===== src/rtl/adma_pkg.sv =====
// Shared definitions for the ADMA2 descriptor engine: FSM encoding,
// descriptor attribute layout and fixed walk constants.
package adma_pkg;

    typedef enum logic [7:0] {
        ST_IDLE   = 8'b0000_0001,
        ST_FETCH  = 8'b0000_0010,
        ST_DECODE = 8'b0000_0100,
        ST_TRAN   = 8'b0000_1000,
        ST_LINK   = 8'b0001_0000,
        ST_NEXT   = 8'b0010_0000,
        ST_STOP   = 8'b0100_0000,
        ST_ERROR  = 8'b1000_0000
    } adma_state_e;

    localparam logic [1:0] ACT_NOP  = 2'b00;
    localparam logic [1:0] ACT_RSVD = 2'b01;
    localparam logic [1:0] ACT_TRAN = 2'b10;
    localparam logic [1:0] ACT_LINK = 2'b11;

    localparam int ATTR_VALID  = 0;
    localparam int ATTR_END    = 1;
    localparam int ATTR_INT    = 2;
    localparam int ATTR_ACT_LO = 4;
    localparam int ATTR_ACT_HI = 5;

    localparam int DESC_STRIDE    = 12;
    localparam int LEN_ZERO_BYTES = 65536;

endpackage


===== src/rtl/adma_desc_decode.sv =====
// Combinational field split of a latched descriptor plus the structural
// validity check (invalid entry or reserved action).
module adma_desc_decode
    import adma_pkg::*;
#(
    parameter int ADDR_W = 64,
    parameter int DESC_W = 96
) (
    input  logic [DESC_W-1:0] desc,
    output logic [ADDR_W-1:0] addr,
    output logic [16:0]       length,
    output logic              valid_bit,
    output logic              end_bit,
    output logic              int_bit,
    output logic [1:0]        act,
    output logic              bad
);

    logic [15:0] len_raw;
    logic        unused_bits;

    always_comb begin
        addr      = desc[DESC_W-1 -: ADDR_W];
        len_raw   = desc[31:16];
        // A zero length field encodes the full 64 KiB transfer.
        length    = (len_raw == 16'd0) ? 17'(LEN_ZERO_BYTES) : {1'b0, len_raw};
        valid_bit = desc[ATTR_VALID];
        end_bit   = desc[ATTR_END];
        int_bit   = desc[ATTR_INT];
        act       = desc[ATTR_ACT_HI:ATTR_ACT_LO];
        bad       = !valid_bit || (act == ACT_RSVD);
    end

    assign unused_bits = ^{desc[15:6], desc[3]};

endmodule


===== src/rtl/adma_desc_engine.sv =====
// ADMA2 descriptor engine: walks a descriptor table, dispatching transfers,
// links and stops, and reports done/interrupt/error status to the host.
module adma_desc_engine
    import adma_pkg::*;
#(
    parameter int ADDR_W   = 64,
    parameter int DESC_W   = 96,
    parameter int MAX_DESC = 1024
) (
    input  logic              CLK,
    input  logic              RESET,
    input  logic              adma_start,
    input  logic [ADDR_W-1:0] desc_base_addr,
    output logic              fetch_start,
    output logic [ADDR_W-1:0] fetch_address,
    input  logic [DESC_W-1:0] address_descriptor,
    input  logic              address_fetch_done,
    output logic              tran_start,
    output logic [ADDR_W-1:0] tran_address,
    output logic [16:0]       tran_length,
    input  logic              tran_done,
    output logic              adma_busy,
    output logic              adma_done,
    output logic              adma_int,
    output logic              adma_error,
    output logic [ADDR_W-1:0] adma_err_addr
);

    localparam int CNT_W = $clog2(MAX_DESC + 1);

    adma_state_e       state;
    adma_state_e       state_next;
    logic              start_q;
    logic              first_fetch_q;
    logic [ADDR_W-1:0] cur_addr;
    logic [DESC_W-1:0] desc_q;
    logic [CNT_W-1:0]  desc_count;
    logic              err_q;
    logic [ADDR_W-1:0] err_addr_q;

    logic [ADDR_W-1:0] d_addr;
    logic [16:0]       d_len;
    logic              d_valid;
    logic              d_end;
    logic              d_int;
    logic [1:0]        d_act;
    logic              d_bad;

    logic start_edge;
    logic fetch_ok;
    logic count_hit;

    adma_desc_decode #(.ADDR_W(ADDR_W), .DESC_W(DESC_W)) u_decode (
        .desc      (desc_q),
        .addr      (d_addr),
        .length    (d_len),
        .valid_bit (d_valid),
        .end_bit   (d_end),
        .int_bit   (d_int),
        .act       (d_act),
        .bad       (d_bad)
    );

    assign start_edge = adma_start && !start_q;
    // The fetch stage holds done high while idle, so the first FETCH cycle's done is stale.
    assign fetch_ok   = (state == ST_FETCH) && !first_fetch_q && address_fetch_done;
    assign count_hit  = (desc_count == CNT_W'(MAX_DESC - 1));

    always_ff @(posedge CLK) begin
        if (RESET) begin
            state <= ST_IDLE;
        end else begin
            state <= state_next;
        end
    end

    always_comb begin
        state_next = state;
        case (state)
            ST_IDLE:   if (start_edge) state_next = ST_FETCH;
            ST_FETCH:  if (fetch_ok) state_next = ST_DECODE;
            ST_DECODE: begin
                if (d_bad || count_hit) begin
                    state_next = ST_ERROR;
                end else begin
                    case (d_act)
                        ACT_TRAN: state_next = ST_TRAN;
                        ACT_LINK: state_next = ST_LINK;
                        default:  state_next = ST_NEXT;
                    endcase
                end
            end
            ST_TRAN:   if (tran_done) state_next = ST_NEXT;
            // A terminating link retires through NEXT so end/int handling is shared.
            ST_LINK:   state_next = d_end ? ST_NEXT : ST_FETCH;
            ST_NEXT:   state_next = d_end ? ST_STOP : ST_FETCH;
            ST_STOP:   state_next = ST_IDLE;
            ST_ERROR:  state_next = ST_IDLE;
            default:   state_next = ST_IDLE;
        endcase
        if (state != ST_IDLE && !adma_start) begin
            state_next = ST_IDLE;
        end
    end

    always_ff @(posedge CLK) begin
        if (RESET) begin
            start_q       <= 1'b0;
            first_fetch_q <= 1'b1;
            cur_addr      <= '0;
            desc_q        <= '0;
            desc_count    <= '0;
            err_q         <= 1'b0;
            err_addr_q    <= '0;
        end else begin
            start_q       <= adma_start;
            first_fetch_q <= (state != ST_FETCH);
            if (state == ST_IDLE && start_edge) begin
                cur_addr   <= desc_base_addr;
                desc_count <= '0;
                err_q      <= 1'b0;
                err_addr_q <= '0;
            end
            if (fetch_ok) begin
                desc_q <= address_descriptor;
            end
            if (state == ST_DECODE) begin
                desc_count <= desc_count + CNT_W'(1);
            end
            if (state == ST_DECODE && state_next == ST_ERROR) begin
                err_q      <= 1'b1;
                err_addr_q <= cur_addr;
            end
            if (state == ST_LINK && !d_end) begin
                cur_addr <= d_addr;
            end
            if (state == ST_NEXT && !d_end) begin
                cur_addr <= cur_addr + ADDR_W'(DESC_STRIDE);
            end
        end
    end

    always_comb begin
        fetch_start   = (state == ST_FETCH);
        fetch_address = fetch_start ? cur_addr : '0;
        tran_start    = (state == ST_TRAN);
        tran_address  = tran_start ? d_addr : '0;
        tran_length   = tran_start ? d_len : '0;
        adma_busy     = (state != ST_IDLE);
        adma_done     = (state == ST_STOP);
        adma_int      = (state == ST_NEXT) && d_int;
        adma_error    = err_q;
        adma_err_addr = err_addr_q;
    end

endmodule

===== config.mk =====
export PLATFORM = sky130hd
export DESIGN_NAME = adma_desc_engine
export DESIGN_NICKNAME = d
export VERILOG_FILES = /design/src/rtl/adma_pkg.sv /design/src/rtl/adma_desc_decode.sv /design/src/rtl/adma_desc_engine.sv
export SDC_FILE = /design/constraint.sdc
export NUM_CORES = 1
export LEC_CHECK = 0
export ABC_CLOCK_PERIOD_IN_PS = 3200
export CORE_MARGIN = 3
export CORE_UTILIZATION = 48
export DETAILED_ROUTE_END_ITERATION = 12
export PLACE_DENSITY = 0.88
export SLEW_MARGIN = 30
export SYNTH_ARGS = -nofsm -noshare
export SYNTH_HDL_FRONTEND = slang
export SYNTH_HIERARCHICAL = 1
export SYNTH_SLANG_ARGS = --single-unit

===== constraint.sdc =====
create_clock -name CLK -period 3.2 [get_ports CLK]
set_input_delay 0.48 -clock CLK [delete_from_list [all_inputs] [get_ports CLK]]
set_output_delay 0.48 -clock CLK [all_outputs]
set_load 0.02 [all_outputs]

==> flow_metrics.tcl, run 1 <==
set metrics [dict create \
    maxSlewHeadroom 0.336 \
    worst_slew_pin_slew_ns 0.996 \
    ff_latch_area_um2 4710 \
    htree_num_levels 1 \
    min_path_type "primary input to flip-flop" \
    timing.reg2reg.setup_slack_ns 0.40 \
    floorplan.die.height_um 166 \
    grt_pass1_vias 12100 \
    critical_path.most_common_cell "buf_4" \
    cts_made_buffers 25 \
    worst_path_dominant_cell_family "buffers and inverters" \
    setup.worst_path.class "flip-flop to output pin" \
    floorplan.initialDensity 0.497 \
    power.density_nw_per_um2 398 \
    worst_skew_late_latency_ns 0.52 \
    core_area_um2 24700 \
    detail_routed_via_count_per_cell 5.91 \
    drive_gt1_frac 0.0655 \
    critical-path-slowest-cell "or3_1" \
    grt_antenna_before_repair 5 \
    root_buffer "clkbuf_16" \
    status "completed" \
    unrepaired_setup_endpoints_after_global_routing "false" \
    clock_tree_from_tritoncts "built" \
    fillerInstances 1952 \
    placer_congestion_estimate 0.941 \
    total_via_count_after_detailed_routing 12900 \
    finalWorstPathRequiredPeriod_ns 3.12 \
    critPathArrivalTime_ns 2.64 \
    clk_pin_slew_worst_paths_ns 0.06 \
    dr.first_iter.drc_count 1527 \
    finalClockSkew_ns 0.00818 \
    postSynthCellCount 1614 \
    most_common_cell_after_layout_fill_and_taps_aside "nand2_1" \
    syn-mean-instance-area_um2 7.62 \
    cp_data_required_time_ns 2.72 \
    ir_worst_vdd_mv 0.297 \
    cp_cell_sequence "buf_4 -> or3_1 -> nor4_4 -> buf_4 -> buf_4 -> buf_12 -> and2_1 -> dlygate4sd2_1" \
    rows 57 \
    setup-violations-final 0 \
    die_w_um 166 \
    finalHoldViolations 0 \
    cp.buffers_inverters 5 \
    utilization 0.670 \
    static-leakage-power_nw 5.91 \
    i_o_pin_count 380 \
    globalRouteOverflowTotal 0 \
    slew_violations 0 \
    die-area_um2 27600 \
    finalNetCount 2012 \
    mappedNetlistArea_um2 12300 \
    grt_usage 0.299 \
    fmaxAchievable_mhz 321 \
    post_route_standard_cell_area_excluding_fillers_um2 16600 \
    dpl-instance-area_um2 15700 \
    timing.critical_path.fanout_max 30 \
    drt-total-wl_um 44400 \
    layout-area-overhead-vs-synth_pct 35.0 \
    setup_slack_of_the_critical_path_after_layout_ns 0.0807 \
    number_of_clock_sinks_seen_by_cts 235 \
    hpwl_um 31500 \
    remaining_drc_errors 0 \
    end_kind "output pin" \
    area_taken_by_multi_input_logic_gates_um2 6490 \
    totalNegativeSetupSlack_ns 0 \
    postSynthNetCount 1781 \
    dp_worst_setup_slack_ns 0.367 \
    first_pass_grt_wire_length_um 67500 \
    antenna_violating_nets_post_route 0 \
    yosysWarningCount 6 \
    cp_slowest_stage_delay_ns 0.44 \
    timing.critical_path.from_type "flip-flop" \
    mean_routed_wirelength_per_cell_um 20.2 \
    drv_cap 0 \
    place.port_buffers 368 \
    grt_start_max_net_pins 114 \
    min_period_over_period 0.975 \
    clock_tree.buffer_depth 3 \
    total_iterations_of_the_first_detailed_routing_run 6 \
    most_frequent_cells_in_the_layout "303 x nand2_1, 301 x clkdlybuf4s50_1, 234 x dfxtp_1, 189 x a21oi_1, 148 x and2_1" \
]
-- worst register-to-register path: stages, from the launching register on --
cell and delay, ns:
dfxtp_1 0.34, buf_4 0.19, nor4b_1 0.57, and4b_2 0.55, buf_4 0.43, a22oi_1 0.23, nand2_1 0.11, a21oi_1 0.04
a311oi_1 0.25
-- per-stage QoR --
| step | instances | power (mW) | hold slack, ns |
|---|---|---|---|
| global placement | 2136 | 3.73 | 0.446 |
| finish | 2191 | 6.61 | 0.403 |
| detailed placement | 2136 | 3.74 | 0.451 |
| CTS | 2185 | 6.62 | 0.379 |
| floorplan | 1614 | 3.39 | 0.433 |
| global route | 2190 | 6.79 | 0.409 |
-- final timing paths --
kind                                             start  depth (start not counted)                        endpoint
worst min-delay path                             RESET                          2  adma_err_addr[47]$_SDFFE_PP0P_
worst max-delay path               state[5]$_SDFF_PP0_                          8               fetch_address[44]
worst min register to register  desc_q[0]$_SDFFE_PP0P_                          2          desc_q[0]$_SDFFE_PP0P_
worst max register to register     state[5]$_SDFF_PP0_                          8       cur_addr[34]$_SDFFE_PP0P_
-- flip-flops by register name (all words and copies together) (netlist names) --
| register | flops |
|---|---|
| start_q | 1 |
| cur_addr | 64 |
| adma_error | 1 |
| adma_err_addr | 64 |
| desc_count | 11 |
| first_fetch_q | 1 |
| desc_q | 85 |
| state | 8 |
-- report_power, final --
group / total [mW] / switching, mW / internal (mW)
sequential: 3.07 / 0.0899 / 2.98
clock: 2.90 / 1.18 / 1.72
combinational: 0.635 / 0.317 / 0.318
-- timing repair --
item | in CTS | in global routing
hold endpoints to repair | 0 | 0
endpoints found under the setup margin | 125 | 60
hold buffers | 0 | 0
buffers inserted | 3 | 1
resized for setup | 67 | 7
pin swaps | 1 | 1
cloned | 1 | 1
-- cell type report --
cell class                      instances  area share
Timing Repair Buffer                  420       0.248
Tap cell                              324      0.0244
Sequential cell                       235       0.284
Multi-Input combinational cell       1150       0.391
Clock buffer                           40      0.0465
Inverter                               13     0.00294
Clock inverter                          5     0.00302
Antenna cell                            4    0.000603
-- metal layers --
layer / global-route usage / up-vias / wire length (µm)
met3: 0.0633 / 146 / 4630
met4: 0.135 / 4 / 2080
met5: 0 / - / 23
li1: - / 5981 / -
met2: 0.465 / 842 / 19700
met1: 0.401 / 5973 / 18000
Note: power is estimated with default switching activity, not from simulation.
==> run 2: changes to the inputs <==
--- a/config.mk
+++ b/config.mk
@@ -6,12 +6,13 @@
 export NUM_CORES = 1
 export LEC_CHECK = 0
 export ABC_CLOCK_PERIOD_IN_PS = 3200
-export CORE_MARGIN = 3
-export CORE_UTILIZATION = 48
+export CELL_PAD_IN_SITES_DETAIL_PLACEMENT = 1
+export CELL_PAD_IN_SITES_GLOBAL_PLACEMENT = 1
+export CORE_MARGIN = 1.5
+export CORE_UTILIZATION = 33
 export DETAILED_ROUTE_END_ITERATION = 12
 export PLACE_DENSITY = 0.88
 export SLEW_MARGIN = 30
 export SYNTH_ARGS = -nofsm -noshare
 export SYNTH_HDL_FRONTEND = slang
-export SYNTH_HIERARCHICAL = 1
 export SYNTH_SLANG_ARGS = --single-unit
==> flow_metrics.tcl, run 2 <==
set metrics [dict create \
    status "completed" \
    maxSlewHeadroom 0.379 \
    most_common_cell_after_layout_fill_and_taps_aside "nand2_1" \
    slew_violations 0 \
    synth-edff-count 0 \
    grt_pass1_vias 13900 \
    mappedNetlistArea_um2 11700 \
    placer_congestion_estimate 0.953 \
    critPathArrivalTime_ns 2.71 \
    netlist_top_cells_area "dfxtp_1 40%, nand2_1 9.4%, a21oi_1 8.3%" \
    cp_cell_sequence "or4_4 -> or3_4 -> or2_4 -> clkinv_8 -> buf_12 -> clkbuf_16 -> and2_4 -> buf_6" \
    unrepaired_setup_endpoints_after_global_routing "true" \
    drive_gt1_frac 0.132 \
    syn-mean-instance-area_um2 7.55 \
    finalHoldViolations 0 \
    critical-path-slowest-cell "or4_4" \
    dr.first_iter.drc_count 881 \
    floorplan.initialDensity 0.338 \
    mean_routed_wirelength_per_cell_um 23.1 \
    cp_slowest_stage_delay_ns 0.53 \
    largest-register "desc_q" \
    postSynthCellCount 1553 \
    die_w_um 191 \
    utilization 0.491 \
    cp_data_required_time_ns 2.72 \
    ys_seq_elements 235 \
    antenna_violating_nets_post_route 0 \
    synth-seq-area-share 0.401 \
    total_iterations_of_the_first_detailed_routing_run 5 \
    detail_routed_via_count_per_cell 5.68 \
    largest_reg_flops 85 \
    most_frequent_cells_in_the_layout "295 x nand2_1, 235 x dfxtp_1, 220 x clkdlybuf4s50_1, 194 x a21oi_1, 130 x and2_1" \
    clock_tree_from_tritoncts "built" \
    area_taken_by_multi_input_logic_gates_um2 6490 \
    finalWorstPathRequiredPeriod_ns 3.19 \
    grt_start_max_net_pins 147 \
    end_kind "output pin" \
    floorplan.die.height_um 191 \
    drv_cap 0 \
    clock_tree.buffer_depth 3 \
    min_period_over_period 0.997 \
    async_reset_ff_frac 0 \
    number_of_clock_sinks_seen_by_cts 235 \
    fmaxAchievable_mhz 313 \
    power.density_nw_per_um2 413 \
    setup.worst_path.class "flip-flop to output pin" \
    synthDistinctLibCells 70 \
    die-area_um2 36700 \
    layout-area-overhead-vs-synth_pct 45.4 \
    hold_slack_ns 0.168 \
    postSynthNetCount 1720 \
    post-synth-top-area-cell "dfxtp_1" \
    worst_slew_pin_slew_ns 0.928 \
    htree_num_levels 1 \
    yosys.area.top_type_share 0.401 \
    cp.buffers_inverters 4 \
    yosysWarningCount 0 \
    timing.critical_path.fanout_max 8 \
    cts_made_buffers 28 \
    grt_usage 0.290 \
    dp_worst_setup_slack_ns 0.0675 \
    clk_pin_slew_worst_paths_ns 0.06 \
    holdBufCountCts 0 \
    setup_slack_of_the_critical_path_after_layout_ns 0.00887 \
    first_pass_grt_wire_length_um 81900 \
    remaining_drc_errors 0 \
    finalClockSkew_ns 0.00614 \
    synth_common_cells "295 x nand2_1, 235 x dfxtp_1, 194 x a21oi_1" \
    place.port_buffers 368 \
    ir_worst_vdd_mv 0.373 \
    worst_skew_late_latency_ns 0.55 \
    timing.critical_path.from_type "flip-flop" \
    worst_path_dominant_cell_family "simple AND/OR/NAND/NOR gates" \
    i_o_pin_count 380 \
    drt-total-wl_um 55200 \
    rows 68 \
    min_path_type "primary input to flip-flop" \
    synth_flop_cell "dfxtp_1" \
    ff_latch_area_um2 4700 \
    setup-violations-final 0 \
    static-leakage-power_nw 6.35 \
    root_buffer "clkbuf_16" \
    globalRouteOverflowTotal 0 \
    finalNetCount 2073 \
    grt_antenna_before_repair 11 \
    hpwl_um 38900 \
    fillerInstances 4225 \
    total_via_count_after_detailed_routing 13600 \
    synth_most_common_cell "nand2_1" \
    timing.reg2reg.setup_slack_ns 0.20 \
    core_area_um2 34700 \
]
-- run 2: power breakdown --
| group | total [mW] | internal [mW] | switching [mW] |
|---|---|---|---|
| Sequential | 3.14 | 3.01 | 0.130 |
| Combinational | 0.832 | 0.387 | 0.445 |
| Clock | 3.07 | 1.79 | 1.29 |
-- run 2: cells by family (layout without fill, tap and decap cells) --
family | Yosys count | count (layout) | synth area share
AND/OR/NAND/NOR | 776 | 776 | 0.329
AO/OA/AOI/OAI | 377 | 377 | 0.199
flip-flops | 235 | 235 | 0.401
buffers and inverters | 144 | 517 | 0.0534
XOR/XNOR | 11 | 11 | 0.00822
multiplexers | 8 | 8 | 0.00715
adder cells (fa/ha/maj) | 2 | 2 | 0.00213
other | 0 | 10 | 0
-- run 2: stage by stage --
stage          cells  cell area (µm²)  total power, mW  setup TNS, ns
4_1_cts         2378            16800             7.08        -0.0153
5_1_grt         2388            17000             7.29         -0.428
3_3_place_gp    2317            16000             3.96              0
3_5_place_dp    2317            16000             3.99              0
2_1_floorplan   1553            11700             3.52              0
6_report        2391            17000             7.04              0
-- run 2: metal layers --
metal | vias to the layer above | part of all wire | global-route usage
li1 | 6190 | - | -
met1 | 6631 | 0.40 | 0.357
met2 | 602 | 0.47 | 0.473
met3 | 161 | 0.077 | 0.0639
met4 | 4 | 0.051 | 0.150
met5 | - | 0.00056 | 0
-- run 2: cell type report --
class,count,share of cell area
well taps,455,0.0334
flip-flops and latches,235,0.276
clock buffers,43,0.0468
clock inverters,7,0.00433
inverters,17,0.00448
multi-input cells,1174,0.381
repair buffers,450,0.253
diodes,10,0.00147
-- run 2: repair_timing --
item,4_1_cts,5_1_grt
pin swaps,2,0
buffers inserted,8,2
gates cloned,3,2
endpoints found under the setup margin,136,72
endpoints found under the hold margin,0,0
resized for setup,383,99
-- run 2: path summary, 6_finish.rpt --
path,startpoint,endpoint,cells after the start
min reg2reg,desc_q[2]$_SDFFE_PP0P_,desc_q[2]$_SDFFE_PP0P_,2
max,state[7]$_SDFF_PP0_,tran_address[29],8
min,RESET,desc_q[93]$_SDFFE_PP0P_,2
max reg2reg,state[0]$_SDFF_PP1_,cur_addr[40]$_SDFFE_PP0P_,7
==> run 3: changes to the inputs <==
--- a/config.mk
+++ b/config.mk
@@ -11,7 +11,7 @@
 export CORE_MARGIN = 1.5
 export CORE_UTILIZATION = 33
 export DETAILED_ROUTE_END_ITERATION = 12
-export PLACE_DENSITY = 0.88
+export PLACE_DENSITY = 0.79
 export SLEW_MARGIN = 30
 export SYNTH_ARGS = -nofsm -noshare
 export SYNTH_HDL_FRONTEND = slang
==> flow_metrics.tcl, run 3 (synthesized netlist as in run 2, its figures left out) <==
set metrics [dict create \
    hold_slack_ns 0.439 \
    dr.first_iter.drc_count 864 \
    number_of_clock_sinks_seen_by_cts 235 \
    core_area_um2 34700 \
    setup-violations-final 0 \
    min_period_over_period 0.997 \
    timing.critical_path.from_type "flip-flop" \
    slew_violations 0 \
    timing.critical_path.fanout_max 7 \
    static-leakage-power_nw 6.28 \
    ir_worst_vdd_mv 0.456 \
    drive_gt1_frac 0.126 \
    placer_congestion_estimate 0.903 \
    die_w_um 191 \
    grt_usage 0.284 \
    rows 68 \
    remaining_drc_errors 0 \
    grt_pass1_vias 13200 \
    drt-total-wl_um 54100 \
    globalRouteOverflowTotal 0 \
    cp_data_required_time_ns 2.72 \
    i_o_pin_count 380 \
    most_common_cell_after_layout_fill_and_taps_aside "nand2_1" \
    maxSlewHeadroom 0.446 \
    fmaxAchievable_mhz 313 \
    drv_cap 0 \
    clock_tree_from_tritoncts "built" \
    finalHoldViolations 0 \
    finalNetCount 2061 \
    setup.worst_path.class "flip-flop to output pin" \
    antenna_violating_nets_post_route 0 \
    die-area_um2 36700 \
    first_pass_grt_wire_length_um 79600 \
    worst_skew_late_latency_ns 0.55 \
    finalWorstPathRequiredPeriod_ns 3.19 \
    grt_antenna_before_repair 9 \
    place.port_buffers 368 \
    mean_routed_wirelength_per_cell_um 22.8 \
    largest_reg_flops 85 \
    status "completed" \
    totalNegativeSetupSlack_ns 0 \
    finalClockSkew_ns 0.0147 \
    total_iterations_of_the_first_detailed_routing_run 4 \
    worst_slew_pin_slew_ns 0.827 \
    power.density_nw_per_um2 420 \
    root_buffer "clkbuf_16" \
    cts_made_buffers 28 \
    layoutNonFillerInstCount 2376 \
    detail_routed_via_count_per_cell 5.59 \
    layout-area-overhead-vs-synth_pct 44.5 \
    hpwl_um 38900 \
    most_frequent_cells_in_the_layout "295 x nand2_1, 234 x dfxtp_1, 220 x clkdlybuf4s50_1, 194 x a21oi_1, 135 x and2_1" \
    clk_pin_slew_worst_paths_ns 0.06 \
    largest-register "desc_q" \
    end_kind "output pin" \
    unrepaired_setup_endpoints_after_global_routing "true" \
    dpl.cell_count 2311 \
    floorplan.initialDensity 0.338 \
    htree_num_levels 1 \
    grt_start_max_net_pins 81 \
    total_via_count_after_detailed_routing 13300 \
    utilization 0.488 \
    min_path_type "primary input to flip-flop" \
    critPathArrivalTime_ns 2.71 \
    floorplan.die.height_um 191 \
    clock_tree.buffer_depth 3 \
]
run 3: power by group:
| group | internal [mW] | total (mW) | switching, mW | leakage (nW) |
|---|---|---|---|---|
| clock network | 1.87 | 3.18 | 1.31 | 0.455 |
| registers | 3.01 | 3.14 | 0.130 | 1.90 |
| logic | 0.378 | 0.797 | 0.419 | 3.92 |
run 3: area by class of cell:
type | instances | area, µm²
well taps | 455 | 569
fillers | 4229 | 17800
diodes | 8 | 20.0
clock buffers | 44 | 882
inverters | 17 | 76.3
clock inverters | 5 | 25.0
multi-input cells | 1174 | 6480
repair buffers | 438 | 4180
flip-flops and latches | 235 | 4710
run 3: metal layers:
metal  wire [µm]  vias up  global-route usage
li1            -     6171                   -
met2       25700      491               0.470
met4        1690        2              0.0989
met1       22700     6530               0.366
met5           8        -                   0
met3        4060       99              0.0549
run 3: timing repair:
item | CTS | global route
gates resized for setup | 357 | 67
gates cloned | 4 | 2
endpoints found under the setup margin | 144 | 66
setup buffers | 3 | 0
hold buffers | 0 | 0
pin swaps | 2 | 0
run 3: through the flow:
step / setup slack [ns] / power [mW] / cell area, µm²
after floorplan: 0.414 / 3.52 / 11700
after global placement: 0.0443 / 3.95 / 16000
after detailed placement: 0.0968 / 3.98 / 16000
after CTS: -0.110 / 7.15 / 16800
after global routing: -0.0420 / 7.36 / 16900
final: 0.00813 / 7.11 / 16900
run 3: worst paths after layout:
| check | from | cells past startpoint | slack, ns | endpoint |
|---|---|---|---|---|
| worst min register to register | desc_q[64]$_SDFFE_PP0P_ | 2 | 0.46 | desc_q[64]$_SDFFE_PP0P_ |
| worst max-delay path | state[4]$_SDFF_PP0_ | 8 | 0.008 | tran_length[3] |
| worst max register to register | state[0]$_SDFF_PP1_ | 6 | 0.31 | cur_addr[45]$_SDFFE_PP0P_ |
| worst min-delay path | RESET | 2 | 0.44 | desc_count[8]$_SDFFE_PP0P_ |
run 3: critical path: stages, from the launching register on:
cell,delay (ns)
dfxtp_1,0.31
or4_4,0.54
or3_4,0.36
or2_4,0.27
clkinv_8,0.10
buf_4,0.16
clkbuf_16,0.16
and2_4,0.14
buf_6,0.11
